## src/rtl/srr_chain_walker.sv

```systemverilog
// rtl/srr_chain_walker.sv - walks SRR entries and their per-request link lists, emitting request IDs
module srr_chain_walker #(
    parameter int SRR_ID_W = 4,
    parameter int REQ_ID_W = 8,
    parameter int TAG_W    = 12,
    parameter int MAX_HOPS = 16
) (
    input  logic                         clk,
    input  logic                         rst,
    input  logic                         start,
    input  logic [SRR_ID_W-1:0]          start_srr,
    input  logic                         abort,
    output logic                         busy,
    output logic                         done,
    output logic                         err_loop,
    output logic [SRR_ID_W-1:0]          srr_rd_addr,
    input  logic [TAG_W-1:0]             srr_rd_hit_tag,
    input  logic [REQ_ID_W-1:0]          srr_rd_count,
    input  logic [REQ_ID_W-1:0]          srr_rd_head_req,
    input  logic [SRR_ID_W-1:0]          srr_rd_chain_next,
    input  logic                         srr_rd_chain_valid,
    output logic [REQ_ID_W-1:0]          link_rd_addr,
    input  logic [REQ_ID_W-1:0]          link_rd_data,
    output logic                         out_valid,
    input  logic                         out_ready,
    output logic [REQ_ID_W-1:0]          out_req_id,
    output logic [TAG_W-1:0]             out_hit_tag,
    output logic                         out_first,
    output logic                         out_last,
    output logic [REQ_ID_W+SRR_ID_W-1:0] emitted_cnt
);
    localparam int CNT_W = REQ_ID_W + SRR_ID_W;
    localparam int HOP_W = $clog2(MAX_HOPS + 1);

    typedef enum logic [2:0] {
        S_IDLE, S_FETCH, S_LOAD, S_EMIT, S_LINK, S_NEXT, S_FIN
    } state_t;

    state_t              state, state_nxt;
    logic [TAG_W-1:0]    tag_q;
    logic [SRR_ID_W-1:0] chain_next_q;
    logic                chain_valid_q;
    logic [REQ_ID_W-1:0] remaining;
    logic                first_q;
    logic [HOP_W-1:0]    hops;
    logic                loop_err;
    logic                handshake;
    logic                hop_limit;

    assign handshake = (state == S_EMIT) && out_ready;
    assign hop_limit = (hops == HOP_W'(MAX_HOPS));

    always_comb begin
        state_nxt = state;
        unique case (state)
            S_IDLE:  if (start) state_nxt = S_FETCH;
            S_FETCH: state_nxt = S_LOAD;
            S_LOAD:  state_nxt = (srr_rd_count == '0) ? S_NEXT : S_EMIT;
            S_EMIT:  if (out_ready) state_nxt = (remaining == REQ_ID_W'(1)) ? S_NEXT : S_LINK;
            S_LINK:  state_nxt = S_EMIT;
            S_NEXT:  state_nxt = (!chain_valid_q || hop_limit) ? S_FIN : S_FETCH;
            S_FIN:   state_nxt = S_IDLE;
            default: state_nxt = S_IDLE;
        endcase
        if (abort && state != S_IDLE) state_nxt = S_IDLE;
    end

    always_comb begin
        busy      = (state != S_IDLE);
        done      = (state == S_FIN);
        err_loop  = (state == S_FIN) && loop_err;
        out_valid = (state == S_EMIT);
        out_first = out_valid && first_q;
        out_last  = out_valid && (remaining == REQ_ID_W'(1));
    end

    // link_rd_addr doubles as the current request ID presented downstream
    assign out_req_id  = link_rd_addr;
    assign out_hit_tag = tag_q;

    always_ff @(posedge clk) begin
        if (rst) begin
            state         <= S_IDLE;
            srr_rd_addr   <= '0;
            link_rd_addr  <= '0;
            tag_q         <= '0;
            chain_next_q  <= '0;
            chain_valid_q <= 1'b0;
            remaining     <= '0;
            first_q       <= 1'b0;
            hops          <= '0;
            loop_err      <= 1'b0;
            emitted_cnt   <= '0;
        end else begin
            state <= state_nxt;
            if (handshake) emitted_cnt <= emitted_cnt + CNT_W'(1);
            unique case (state)
                S_IDLE: if (start) begin
                    srr_rd_addr <= start_srr;
                    hops        <= HOP_W'(1);
                    emitted_cnt <= '0;
                    loop_err    <= 1'b0;
                end
                S_LOAD: begin
                    tag_q         <= srr_rd_hit_tag;
                    chain_next_q  <= srr_rd_chain_next;
                    chain_valid_q <= srr_rd_chain_valid;
                    remaining     <= srr_rd_count;
                    link_rd_addr  <= srr_rd_head_req;
                    first_q       <= 1'b1;
                end
                S_EMIT: if (out_ready) begin
                    remaining <= remaining - REQ_ID_W'(1);
                    first_q   <= 1'b0;
                end
                S_LINK: link_rd_addr <= link_rd_data;
                S_NEXT: if (chain_valid_q) begin
                    if (hop_limit) begin
                        loop_err <= 1'b1;
                    end else begin
                        srr_rd_addr <= chain_next_q;
                        hops        <= hops + HOP_W'(1);
                    end
                end
                default: ;
            endcase
        end
    end
endmodule

```

## config.mk

```make
export PLATFORM = sky130hd
export DESIGN_NAME = srr_chain_walker
export DESIGN_NICKNAME = d
export VERILOG_FILES = /design/src/rtl/srr_chain_walker.sv
export SDC_FILE = /design/constraint.sdc
export NUM_CORES = 1
export LEC_CHECK = 0
export BUFFER_PORTS_ARGS = -buffer_cell sky130_fd_sc_hd__buf_2
export CELL_PAD_IN_SITES_DETAIL_PLACEMENT = 0
export CELL_PAD_IN_SITES_GLOBAL_PLACEMENT = 1
export CORE_ASPECT_RATIO = 0.9
export CORE_MARGIN = 2
export CORE_UTILIZATION = 32
export DETAILED_ROUTE_END_ITERATION = 7
export MAX_ROUTING_LAYER = met4
export PLACE_DENSITY_LB_ADDON = 0.1
export SLEW_MARGIN = 15
export SYNTH_ARGS = -nofsm -noshare
export SYNTH_HDL_FRONTEND = slang
export SYNTH_SLANG_ARGS = --single-unit
export TNS_END_PERCENT = 100
```

## constraint.sdc

```tcl
create_clock -name clk -period 1.47 [get_ports clk]
set_input_delay 0.0735 -clock clk [delete_from_list [all_inputs] [get_ports clk]]
set_output_delay 0.0735 -clock clk [all_outputs]
set_load 0.1 [all_outputs]
```

### Word-level counts from Yosys, hierarchy flattened

Index checks and enable logic that the tools add are counted.

| word-level totals | value |
|---|---|
| register bits | 59 |
| bits of input ports | 50 |
| word-level logic and storage cells | 71 |

| operators by class | value |
|---|---|
| add/subtract/negate cells | 3 |
| eq/ne operators | 13 |
| mux-type cells | 26 |
| reduce and logical (&&, ||, !) cells | 18 |

Operators by type and width:

| kind | count |
|---|---|
| $mux W12 | 3 |
| $pmux W8 S2 | 2 |
| $pmux W3 S6 | 1 |
| $mux W5 | 3 |
| $add A12 B1 Y12 const B | 1 |
| $mux W3 | 4 |
| $mux W4 | 3 |
| $pmux W5 S2 | 1 |
| $eq A3 B3 Y1 const B | 3 |
| $eq A8 B1 Y1 const B | 1 |
| $logic_not A8 Y1 | 1 |
| $mux W8 | 1 |
| $ne A2 B2 Y1 const B | 4 |
| $pmux W4 S2 | 1 |
| $reduce_and A4 Y1 | 2 |
| $sub A8 B1 Y8 const B | 1 |
| $eq A3 B2 Y1 const B | 2 |
| $reduce_bool A2 Y1 | 3 |
| $add A5 B1 Y5 const B | 1 |
| $eq A5 B5 Y1 const B | 1 |
| $logic_and A1 B1 Y1 | 5 |
| $mux W1 | 5 |
| $pmux W1 S2 | 2 |
| $reduce_and A2 Y1 | 2 |
| other kinds (7) | 7 |

### Logic depth before layout (Yosys ltp)

Gate-level depths: netlist of the first run.

| depth | value |
|---|---|
| word-level depth | 5 |
| gate-level depth with buffers | 7 |
| depth with buffers taken out | 6 |

### Worst setup path after synthesis of the first run

Ideal clock, no wire load.

| path | value |
|---|---|
| kind | register to output |
| start point | reg state[2] |
| end point | out err_loop |
| arrival | 2.808 ns |
| required time | 1.397 ns |
| setup slack | -1.411 ns |
| stages on the path, launching flop included | 5 |
| path buffers | 1 |
| cells stage by stage | dfxtp_1 -> buf_2 -> nand2_1 -> nor2_1 -> and2_1 |

| on the way | value |
|---|---|
| word-level cells in the longest chain between the ends | 2 |

Ends and longest elaborated chain:

| item | RTL line | RTL |
|---|---|---|
| start, declared | 39 | `state_t state, state_nxt;` |
| start signal, assigned | 95 | `state <= state_nxt;` |
| $eq A3 B3 Y1 | -- |  |
| named net done | 14 | `output logic done,` |
| $logic_and A1 B1 Y1 | 71 | `err_loop = (state == S_FIN) && loop_err;` |
| end, declared | 15 | `output logic err_loop,` |

The timed path passes the listed nets, and every way through them passes these cells.

### Worst setup path after layout of the first run

| path | value |
|---|---|
| start point | reg remaining[0] |
| end point | out out_last |

| on the way | value |
|---|---|
| word-level cells in the longest chain between the ends | 2 |

Ends and longest elaborated chain:

| item | RTL line | RTL |
|---|---|---|
| start, declared | 43 | `logic [REQ_ID_W-1:0] remaining;` |
| start signal, assigned | 108 | `remaining <= srr_rd_count;` |
| start signal, assigned | 113 | `remaining <= remaining - REQ_ID_W'(1);` |
| $eq A8 B1 Y1 | 74 | `out_last = out_valid && (remaining == REQ_ID_W'(1));` |
| $logic_and A1 B1 Y1 | 74 |  |
| end, declared | 29 | `output logic out_last,` |

Every way passes these cells.

==> results.md, run 1 <==
* PnR worst setup slack at -0.151 ns
* R2r worst-path depth at 9
* Nets at 576
* Critical Path Start: remaining[0]
* Routed Wire Length at 8940 µm
* Syn Area/Cell at 8.17 µm²
* Async SR Flop Fraction at 0
* Share of cells above drive strength 1 at 0.515
* Synth warnings at 0
* Worst reg-to-reg setup slack at -0.13 ns
* Largest stage delay, worst path at 0.38 ns
* Fmax at 0.617 GHz
* DR pass1 iterations at 4
* FF+latch area at 0.00123 mm²
* Comb pwr share at 0.388
* CTS tree: yes
* Core Region at 0.00857 mm²
* P per Cell Area at 1130 mW/mm²
* Critical path fanouts, max at 3
* Switching power at 2100 µW
* Maximum number of pins on one net before global-route repair at 22
* Multi-input gate area at 0.00176 mm²
* Clk root buf: clkbuf_8
* Most frequent cells in the layout: buf_2, buf_4, nand2_1, dfxtp_1, nor2_1
* Fin crit share at 1.10
* Peak VDD IR at 0.482 mV
* Sink Count at 59
* Final critical-path required period at 1.62 ns
* N_diodes at 0
* Synth unique cells at 50
* Number of synthesized flops with an enable pin at 0
* RR Endpoint: remaining[4]
* Clock transition at the registers of the reported paths at 0.06 ns
* Hold crit path type: input port to flip-flop
* CP Launch Type: flip-flop
* P&R area growth vs syn at 77.0%
* GRT Resource Usage Total at 0.183
* Routed len/inst at 13.9 µm
* CP cell instances: ha_4, nor4b_4, nand2_2, buf_6, nor2_4, buf_12
* Die Wd at 103 µm
* Critical Path End Type: primary output
* Syn Nets at 400
* Leak at 0.00212 µW
* Sequential share of the synthesized area at 0.419
* Synthesized cell area at 0.00282 mm²
* Worst-Margin Slew at 0.499 ns
* Gate Count Post-Synth at 345
* Clk pwr share at 0.291
* Hold Vio Cnt, Final at 0
* Htree depth at 3
* Starting Density at 0.329
* Violated checks: negative setup slack
* Residual DRC count at 0
* IO Count at 100
* # Max-Cap Violations at 0
* Most used DFF post-synth: dfxtp_1
* Seq pwr share at 0.321
* Final ANT Viol Nets at 0
* 1st-iter DRT viols at 69
* Global route total overflow at 0
* Finish-stage setup viols at 12
* Vias at 3076
* Crit path capture: out_last
* Setup TNS at -0.755 ns
* Int Pwr at 3520 µW
* Run status: finished, violations left
* FP Rows at 32
* Clock Path Buffers at 2
* PortBufs at 99
* RR Startpoint: remaining[1]
* WP data arrival at 1.55 ns
* Commonest non-fill, non-tap cell in the layout: buf_2
* First-pass GRT wire length at 13500 µm
* Die Y at 93.0 µm
* WHS at 0.0246 ns
* Post-place instance area at 0.00384 mm²
* Pre-CTS setup slack at -0.123 ns
* Die Footprint at 0.00957 mm²
* Slowest-stage cell, CP: dfxtp_4
* Slew Limit Headroom at 0.670
* RSZ-0062 raised after global routing: true
* Vias per inst at 4.77
* Seq cells post-synth at 59
* Clk_lat worst skew at 0.34 ns
* Final cell area excluding filler cells at 0.00499 mm²
* Final core utilization at 0.582
* Fill count at 819
* GPL Wtd Cong at 0.801
* Cts bufs inserted at 9
* Initial antenna violation count at 0
* Vias in the first global route at 2944
* Clock Skews at 0.00956 ns
* Slew Viols, Final at 0
* HPWL Detailed at 5610 µm
* Net Sw Frac at 0.374
* Worst EP required at 1.40 ns
* CP Class: flip-flop to primary output
-- Yosys cell counts, types with 2 or more instances --
master,count,area (µm²)
xor2_1,10,87.6
nor3_1,5,25.0
o211ai_1,2,15.0
nand4_1,8,50.1
buf_2,14,70.1
buf_4,10,75.1
a21o_1,4,30.0
o21ai_1,4,20.0
nand2_1,55,206
or2_1,2,12.5
ha_1,5,62.6
dfxtp_1,59,1180
a21oi_1,34,170
clkbuf_1,8,30.0
mux2i_1,5,50.1
or3_1,4,25.0
xnor2_1,2,17.5
and4_1,2,17.5
or3b_1,3,26.3
a22oi_1,2,15.0
o31ai_1,2,15.0
o21ai_0,4,20.0
nor2_1,39,146
and2_1,5,31.3
a211oi_1,4,30.0
nor4_1,4,25.0
a311oi_1,6,52.6
o22ai_1,4,25.0
nand2b_1,2,12.5
nor2b_1,3,18.8
inv_1,6,22.5
o32ai_1,2,17.5
nand3b_1,4,30.0
nor3b_1,2,15.0
nand3_1,5,25.0
-- power groups by stage --
stage	clock network (µW)	registers, µW	logic (µW)
after floorplan	0	2280	777
after global placement	0	1820	1720
after detailed placement	0	1830	1720
after CTS	1700	1790	1870
after global routing	1760	1820	2310
final	1640	1800	2180
-- repair_timing --
item                                    CTS  global route
endpoints found under the hold margin    23             0
hold buffers                             23             0
resized for setup                        34            66
pin swaps                                11            28
endpoints found under the setup margin   30            60
gates cloned                              1             4
setup buffers                             8            19
-- per-stage QoR --
stage,power (µW),std cells
6_report,5620,645
5_1_grt,5890,645
4_1_cts,5360,622
3_5_place_dp,3550,575
3_3_place_gp,3540,575
2_1_floorplan,3050,345
-- critical path: cells and delay by family, from the launching register on --
family,cells,cell delay [ns]
fa+ha+maj,1,0.13
flops,1,0.38
buf+inv,2,0.30
simple gates,3,0.39
-- worst min-delay path by stage --
stage / from / end / slack (ns) / depth (start not counted)
5_1_grt: link_rd_data[7] / link_rd_addr[7] / 0.02 / 3
4_1_cts: link_rd_data[0] / link_rd_addr[0] / 0.0005 / 3
3_5_place_dp: srr_rd_hit_tag[3] / out_hit_tag[3] / 0.32 / 3
2_1_floorplan: srr_rd_chain_next[0] / chain_next_q[0] / 0.21 / 2
6_report: link_rd_data[5] / link_rd_addr[5] / 0.02 / 3
3_3_place_gp: srr_rd_hit_tag[5] / out_hit_tag[5] / 0.31 / 3
-- layout make-up --
cell class,instances,share of cell area
multi-input cells,247,0.353
inverters,7,0.00878
clock inverters,3,0.00853
flip-flops and latches,59,0.247
repair buffers,197,0.317
well taps,119,0.0299
clock buffers,13,0.0361
-- sequential cells by signal (all words and copies together), names as in the netlist --
name           flops
emitted_cnt       12
state              3
srr_rd_addr        4
chain_valid_q      1
link_rd_addr       8
chain_next_q       4
out_hit_tag       12
loop_err           1
hops               5
remaining          8
first_q            1
-- layer usage --
layer,routed length (µm),global-route usage,part of all wire
met5,0,-,0
met4,118,0.0570,0.013
met3,455,0.0508,0.051
met2,4460,0.295,0.50
met1,3910,0.223,0.44
-- kinds of logic (layout without fill, tap and decap cells) --
| family | Yosys count | count (layout) | share of synthesized area |
|---|---|---|---|
| buf+inv | 39 | 220 | 0.0715 |
| xor+xnor | 12 | 12 | 0.0373 |
| simple gates | 151 | 151 | 0.268 |
| flops | 59 | 59 | 0.419 |
| compound gates | 74 | 74 | 0.164 |
| fa+ha+maj | 5 | 5 | 0.0222 |
| mux | 5 | 5 | 0.0178 |
(Power assumes the default switching activity.)
==> run 2: changes to the inputs <==
--- a/config.mk
+++ b/config.mk
@@ -10,7 +10,7 @@
 export CELL_PAD_IN_SITES_GLOBAL_PLACEMENT = 1
 export CORE_ASPECT_RATIO = 0.9
 export CORE_MARGIN = 2
-export CORE_UTILIZATION = 32
+export CORE_UTILIZATION = 38
 export DETAILED_ROUTE_END_ITERATION = 7
 export MAX_ROUTING_LAYER = met4
 export PLACE_DENSITY_LB_ADDON = 0.1
==> constraint.sdc (replaced) <==
create_clock -name clk -period 1.9 [get_ports clk]
set_input_delay 0.095 -clock clk [delete_from_list [all_inputs] [get_ports clk]]
set_output_delay 0.095 -clock clk [all_outputs]
set_load 0.1 [all_outputs]
==> run 2 against run 1 <==
Effect of this change:
- the run now ends clean
- register-to-register slack improved by 0.35 ns
- clock skew fell by 0.0011 ns
- final area fell by 24%
- sequential cell count did not move
- worst setup slack improved by 0.28 ns
==> results.md, run 2 (synthesis gave the netlist of run 1 again) <==
* Placed insts at 516 (-10%)
* Finish-stage setup viols at 0 (-12)
* Met3 Routed Length at 524 µm (+15%)
* Post-place instance area at 0.00341 mm² (-11%)
* Clock Path Buffers at 2 (unchanged)
* Vias at 2770 (-9.9%)
* Fill count at 731 (-11%)
* Leak at 0.00162 µW (-24%)
* IO Count at 100 (unchanged)
* RSZ-0062 raised after global routing: false
* Starting Density at 0.396 (+0.0673)
* Final critical-path required period at 1.77 ns
* Hold crit path type: input port to flip-flop
* HPWL Detailed at 5100 µm (-9.0%)
* Slowest-stage cell, CP: dfxtp_2
* Setup TNS at 0 ns (+0.755 ns)
* GRT Resource Usage Total at 0.198 (+0.0146)
* Layout Cells excl Fill at 549 (-15%)
* First-pass GRT wire length at 12200 µm (-9.5%)
* Critical path fanouts, max at 14 (+11)
* Wire length on met2 at 3440 µm (-23%)
* Fin crit share at 0.933
* Slew Viols, Final at 0 (unchanged)
* Nets at 506 (-12%)
* Die Y at 85.7 µm (-7.9%)
* DR pass1 iterations at 4 (unchanged)
* Worst-Margin Slew at 0.499 ns (-0.000344 ns)
* Share of cells above drive strength 1 at 0.318 (-0.197)
* 1st-iter DRT viols at 127 (+84%)
* Routed len/inst at 13.5 µm (-2.8%)
* Hold Vio Cnt, Final at 0 (unchanged)
* CP cell instances: buf_4, nand3b_1, inv_2, and2_2, buf_12
* CTS tree: yes
* Core Region at 0.00711 mm² (-17%)
* P&R area growth vs syn at 34.9%
* Residual DRC count at 0 (unchanged)
* Fmax at 0.564 GHz
* PortBufs at 99 (unchanged)
* Htree depth at 3 (unchanged)
* N_diodes at 0 (unchanged)
* Vias in the first global route at 2610 (-11%)
* Run status: complete, no violations
* Die Wd at 94.8 µm (-7.9%)
* Clock Skews at 0.00845 ns (-0.00111 ns)
* Global route total overflow at 0 (unchanged)
* Clk_lat worst skew at 0.33 ns (about the same)
* Largest stage delay, worst path at 0.48 ns (+0.10 ns)
* Commonest non-fill, non-tap cell in the layout: buf_2
* Multi-input gate area at 0.00145 mm² (-18%)
* Worst EP required at 1.80 ns (+0.40 ns)
* Clock transition at the registers of the reported paths at 0.06 ns (about the same)
* GPL Wtd Cong at 0.803 (+0.20%)
* FP Rows at 29 (-9.4%)
* DRT met1 WL at 3360 µm (-14%)
* Most frequent cells in the layout: buf_2, nand2_1, dfxtp_1, nor2_1, a21oi_1
* Final cell area excluding filler cells at 0.00380 mm² (-24%)
* Clk root buf: clkbuf_8
* FF+latch area at 0.00119 mm² (-3.0%)
* Final ANT Viol Nets at 0 (unchanged)
* Initial antenna violation count at 0 (unchanged)
* Critical Path End Type: primary output
* Cts bufs inserted at 9 (unchanged)
* P per Cell Area at 987 mW/mm² (-12%)
* Slew Limit Headroom at 0.670 (about the same)
* Peak VDD IR at 0.670 mV (+39%)
* Vias per inst at 5.05 (+5.8%)
* Sink Count at 59 (unchanged)
* WP data arrival at 1.68 ns (+0.13 ns)
* # Max-Cap Violations at 0 (unchanged)
* Routed Wire Length at 7400 µm (-17%)
* Top sig layer: met4
* CP Class: flip-flop to primary output
* Maximum number of pins on one net before global-route repair at 34 (+55%)
* CP Launch Type: flip-flop
* Die Footprint at 0.00812 mm² (-15%)
-- run 2: cell count changes in the layout (fill, tap and decap cells not counted), sizes merged --
cell / before / now
clkinvlp: 1 / 0
dlygate4sd3: 23 / 17
buf: 172 / 109
clkbuf: 15 / 16
inv: 6 / 7
clkinv: 2 / 0
-- run 2: report_power, final --
| group | total (µW) | leakage [µW] | internal, µW | switching, µW |
|---|---|---|---|---|
| Sequential | 1410 | 0.000484 | 1330 | 79.9 |
| Combinational | 1160 | 0.00103 | 295 | 870 |
| Clock | 1180 | 0.000104 | 716 | 460 |
| Total | 3750 | 0.00162 | 2340 | 1410 |
-- run 2: worst max-delay path, delay by kind of cell, from the launching register on --
family,cells,cell delay (ns)
buffers and inverters,3,0.56
flip-flops,1,0.48
AND/OR/NAND/NOR,2,0.31
-- run 2: final timing paths --
kind | from | endpoint | slack, ns | cells past startpoint
worst max-delay path | state[0] | out_first | 0.13 | 5
worst min register to register | out_hit_tag[5] | out_hit_tag[5] | 0.45 | 2
worst min-delay path | srr_rd_head_req[0] | link_rd_addr[0] | 0.02 | 3
worst max register to register | remaining[0] | remaining[6] | 0.22 | 6
-- run 2: repair_timing --
action,4_1_cts,5_1_grt
resized for setup,1,4
pin swaps,0,0
endpoints found under the hold margin,17,0
hold buffers,17,0
endpoints found under the setup margin,2,2
gates cloned,0,0
setup buffers,0,0
-- run 2: layout make-up --
class / instances / area share
clock buffer: 15 / 0.0464
clock inverter: 1 / 0.00790
inverter: 7 / 0.00691
multi-input combinational: 247 / 0.381
sequential: 59 / 0.314
tap: 93 / 0.0306
timing repair buffer: 127 / 0.213
-- run 2: stage by stage --
step                power (µW)  utilization  hold WS [ns]  setup slack (ns)
finish                    3750        0.534        0.0230             0.128
floorplan                 2360            -         0.231            -0.249
detailed placement        2570        0.480         0.342             0.200
CTS                       3790        0.533       0.00495            0.0550
global route              3940        0.534        0.0221            0.0219
global placement          2560        0.480         0.336             0.194
-- run 2: layer usage --
layer | vias to the layer above | track usage
li1 | 1408 | -
met1 | 1260 | 0.241
met2 | 94 | 0.313
met3 | 8 | 0.0712
met4 | 0 | 0.0501
met5 | - | -
